$ cat config.mk
export PLATFORM = sky130hd
export DESIGN_NAME = odd_parity_frame_ctrl
export DESIGN_NICKNAME = d
export VERILOG_FILES = /design/src/rtl/odd_signal_pkg.sv /design/src/rtl/odd_signal.sv /design/src/rtl/odd_parity_frame_ctrl.sv
export SDC_FILE = /design/constraint.sdc
export NUM_CORES = 1
export LEC_CHECK = 0
export ABC_AREA = 1
export CAP_MARGIN = 20
export CORE_MARGIN = 8
export CORE_UTILIZATION = 34
export CTS_CLUSTER_DIAMETER = 120
export DETAILED_ROUTE_END_ITERATION = 12
export GPL_ROUTABILITY_DRIVEN = 1
export HOLD_SLACK_MARGIN = 0.03
export PLACE_DENSITY_LB_ADDON = 0.15
export SLEW_MARGIN = 20
export SYNTH_ARGS = -nofsm -noshare
export SYNTH_HDL_FRONTEND = slang
export SYNTH_HIERARCHICAL = 1
export SYNTH_SLANG_ARGS = --single-unit
export TNS_END_PERCENT = 30
$ cat constraint.sdc
create_clock -name clk -period 3.4 [get_ports clk]
set_input_delay 0.68 -clock clk [delete_from_list [all_inputs] [get_ports clk]]
set_output_delay 0.68 -clock clk [all_outputs]
set_load 0.005 [all_outputs]
$ cat src/rtl/odd_signal_pkg.sv
// Shared types for the odd-parity frame controller and its nibble datapath.
package odd_signal_pkg;

    localparam int NIBBLE_W = 4;

    typedef enum logic [1:0] {
        IDLE  = 2'd0,
        ACCUM = 2'd1,
        CHECK = 2'd2,
        DONE  = 2'd3
    } ctrl_state_t;

endpackage

$ cat src/rtl/odd_signal.sv
// Four-input odd-parity cell: y is high when an odd number of inputs are high.
module odd_signal (
    input  logic a,
    input  logic b,
    input  logic c,
    input  logic d,
    output logic y
);

    assign y = a ^ b ^ c ^ d;

endmodule

$ cat src/rtl/odd_parity_frame_ctrl.sv
// Frame sequencer: feeds one nibble per accepted beat through odd_signal and
// folds the per-nibble parity into a frame result checked against exp_par.
module odd_parity_frame_ctrl
    import odd_signal_pkg::*;
#(
    parameter  int NIBBLES = 4,
    localparam int CNT_W   = $clog2(NIBBLES + 1)
) (
    input  logic                clk,
    input  logic                rst_n,
    input  logic                start,
    input  logic                exp_par,
    input  logic                abort,
    input  logic                in_valid,
    output logic                in_ready,
    input  logic [NIBBLE_W-1:0] in_nibble,
    output logic                busy,
    output logic [CNT_W-1:0]    nib_cnt,
    output logic                par_out,
    output logic                par_err,
    output logic                done
);

    localparam logic [CNT_W-1:0] LAST_IDX = CNT_W'(NIBBLES - 1);

    ctrl_state_t state;
    ctrl_state_t state_nxt;

    logic nib_y;
    logic acc;
    logic exp_par_q;
    logic start_acc;
    logic beat_acc;

    odd_signal u_odd_signal (
        .a (in_nibble[0]),
        .b (in_nibble[1]),
        .c (in_nibble[2]),
        .d (in_nibble[3]),
        .y (nib_y)
    );

    always_ff @(posedge clk or negedge rst_n) begin
        if (!rst_n) begin
            state <= IDLE;
        end else begin
            state <= state_nxt;
        end
    end

    // Abort is tested before the beat so a same-cycle accept is never counted.
    always_comb begin
        state_nxt = state;
        start_acc = 1'b0;
        beat_acc  = 1'b0;
        in_ready  = 1'b0;
        busy      = 1'b1;
        done      = 1'b0;
        case (state)
            IDLE: begin
                busy = 1'b0;
                if (start) begin
                    start_acc = 1'b1;
                    state_nxt = ACCUM;
                end
            end
            ACCUM: begin
                in_ready = 1'b1;
                if (abort) begin
                    state_nxt = IDLE;
                end else if (in_valid) begin
                    beat_acc = 1'b1;
                    if (nib_cnt == LAST_IDX) begin
                        state_nxt = CHECK;
                    end
                end
            end
            CHECK: begin
                state_nxt = DONE;
            end
            DONE: begin
                done      = 1'b1;
                state_nxt = IDLE;
            end
            default: begin
                state_nxt = IDLE;
            end
        endcase
    end

    // Results persist after DONE; only an accepted start clears them.
    always_ff @(posedge clk or negedge rst_n) begin
        if (!rst_n) begin
            acc       <= 1'b0;
            exp_par_q <= 1'b0;
            nib_cnt   <= '0;
            par_out   <= 1'b0;
            par_err   <= 1'b0;
        end else begin
            if (start_acc) begin
                acc       <= 1'b0;
                exp_par_q <= exp_par;
                nib_cnt   <= '0;
                par_out   <= 1'b0;
                par_err   <= 1'b0;
            end else if (beat_acc) begin
                acc     <= acc ^ nib_y;
                nib_cnt <= nib_cnt + 1'b1;
            end else if (state == CHECK) begin
                par_out <= acc;
                par_err <= acc ^ exp_par_q;
            end
        end
    end

endmodule

==> qor.yml <==
clocking:
  clock_sinks: 9
  clk_pin_slew_ps: 60
  cts-htree-levels: 1
  clk_latency_ps: 260
  hold_buffers: 0
  postCtsSetupRepairBufs: 0
  cts.repair.resized: 0
  cts_tree: "done"
  clockBufferDepth: 2
  cts_inserted_buffers: 3
  cts_root_buf: "clkbuf_4"
pwr:
  p_clk_share_pct: 26.9
  combPwrFrac_pct: 29.9
  total_power_uw: 307
  sw_frac_of_total_pct: 30.8
  power_switching_uw: 94.4
  p_leak_uw: 0.000429
  p_int_uw: 212
  seqPwrFrac_pct: 43.2
  peakVddDrop_mv: 0.224
  power_density_nw_per_um2: 397
synth:
  yosysTopAreaCellShare_pct: 40.4
  yosysUniqueCellTypes: 15
  synth_top_cells_by_count: "nand2_1, inv_1, dfrtp_1, nand3_1, nor2_1"
  netlist_area_sq_um: 557
  synth_edf_count: 0
  yosys.area.top_type: "dfrtp_1"
  async_flop_share_pct: 100
  syn_nets: 92
  syn-instance-count: 80
  synth_ff_type: "dfrtp_1"
  yosys-top-cells-area: "dfrtp_1, nand2_1, inv_1"
  ys_ff_latch: 9
  yosysWarnings: 6
  synth.yosys.seq_area_share_pct: 40.4
  synth.avg_cell_area_sq_um: 6.96
  synth_most_common_cell: "nand2_1"
global_route:
  grt_remaining_overflow: 0
  grt_pass1_wl_um: 2040
  grt_pass1_vias: 504
  grt_start_max_net_pins: 10
  grt.total_usage_pct: 7.86
  antenna_found_initial: 0
layout:
  drive_gt1_share_pct: 9.90
  n_antenna_cell: 0
  fill_cells: 156
  final_net_count: 114
  synthToLayoutAreaGrowth_pct: 38.9
drt:
  vias_per_cell: 4.51
  route.detailed.drc: 0
  dr.pass1.iters: 4
  wirelength_um: 1100
  wire_per_inst_um: 9.44
  vias: 528
  drt.antenna.violating_nets: 0
  drtIter0Drc: 7
timing:
  rsz0062_at_grt: "no"
  holdWs_ps: 479
  slew_headroom_pct: 72.5
  fin_skew_ps: 3.03
  tightest_slew_ps: 412
  finalSetupViolations: 0
  max_freq_mhz: 488
  layout_min_cycle_time_ps: 2050
  finalHoldViolations: 0
  fin_crit_sh_pct: 60.3
  finalSetupTns_ps: 0
  maxSlewViolCount: 0
setup_path:
  path_max_fanout: 4
  worstPathRequired_ps: 2720
  end_kind: "primary output"
  worstSetupPathType: "reg2out"
  cp-start-kind: "flop"
  cp.arrival_ps: 1370
place:
  place_hpwl_um: 919
  gp_congestion: 0.748
  portBuffers: 17
floorplanning:
  start_util_pct: 36.5
  die_w_um: 56.5
  dieArea_sq_um: 3190
  fp-row-count: 14
  core_sq_um: 1520
  die_h_um: 56.5
  ios: 18
run:
  max-cap-violations: 0
worst_hold_path:
  worst_hold_path_type: "reg2reg"
outcome:
  status: "completed"
[stage by stage]
step                      setup WS [ps]  cells  utilization, %  area (sq um)
final                              1350    117            50.7           773
after global placement             1580    113            49.0           747
after floorplan                    2090     80               -           557
after global routing               1270    117            50.7           773
after detailed placement           1570    113            49.0           747
after CTS                          1330    117            50.7           773
[worst max-delay path, stage by stage (launching register included)]
cell	delay, ps
dfrtp_1	440
nor2_4	160
clkdlybuf4s50_1	510
[power groups by stage]
stage	registers, uW	clock network [uW]	logic [uW]
final	132	82.5	91.7
after CTS	132	86.0	93.8
after detailed placement	134	0	92.8
after global placement	133	0	92.2
after floorplan	133	0	49.4
after global routing	135	93.6	107
[cells by family (layout without fill, tap and decap cells)]
logic type | Yosys count | in the layout | synth area share (%)
buf+inv | 16 | 37 | 10.8
fa+ha+maj | 2 | 2 | 4.49
compound gates | 3 | 3 | 3.14
xor+xnor | 1 | 1 | 1.57
flops | 9 | 9 | 40.5
simple gates | 49 | 49 | 39.6
[per-layer routing]
metal	GRT usage, %	vias to the layer above	part of all wire (%)
met3	1.80	4	5.4
met2	12.1	12	47
met4	8.25	0	4.0
met1	8.29	229	44
li1	-	283	-
met5	0	-	0
[final timing paths]
kind / end / from / slack [ps] / depth (start not counted)
worst max-delay path: in_ready / flop / 1350 / 2
worst min-delay path: par_out / par_out / 480 / 2
worst max register to register: nib_cnt[2] / nib_cnt[0] / 2280 / 5
worst min register to register: par_out / par_out / 480 / 2
max in group asynchronous: acc / rst_n / 2400 / 1
min in group asynchronous: async pin / rst_n / 710 / 1
[final cells by class]
type	instances	area (sq um)	area share, %
Multi-Input combinational cell	55	272	35.1
Inverter	16	60.1	7.77
Timing Repair Buffer	17	170	22.0
Clock buffer	4	26.3	3.40
Tap cell	16	20.0	2.59
Sequential cell	9	225	29.1
[placed cells by master, fill, tap and decap left out]
cell	instances
o21bai_1	1
inv_1	14
nand3_1	8
nand2_2	1
nor2_2	1
clkbuf_4	3
clkdlybuf4s50_1	17
xnor2_1	1
nand3_2	1
o21ai_0	1
o21ai_1	1
clkbuf_1	1
nand2_1	33
nor2_1	3
ha_1	2
dfrtp_1	9
nor2_4	2
inv_2	2
No activity file was read; power rests on OpenSTA's default activity.
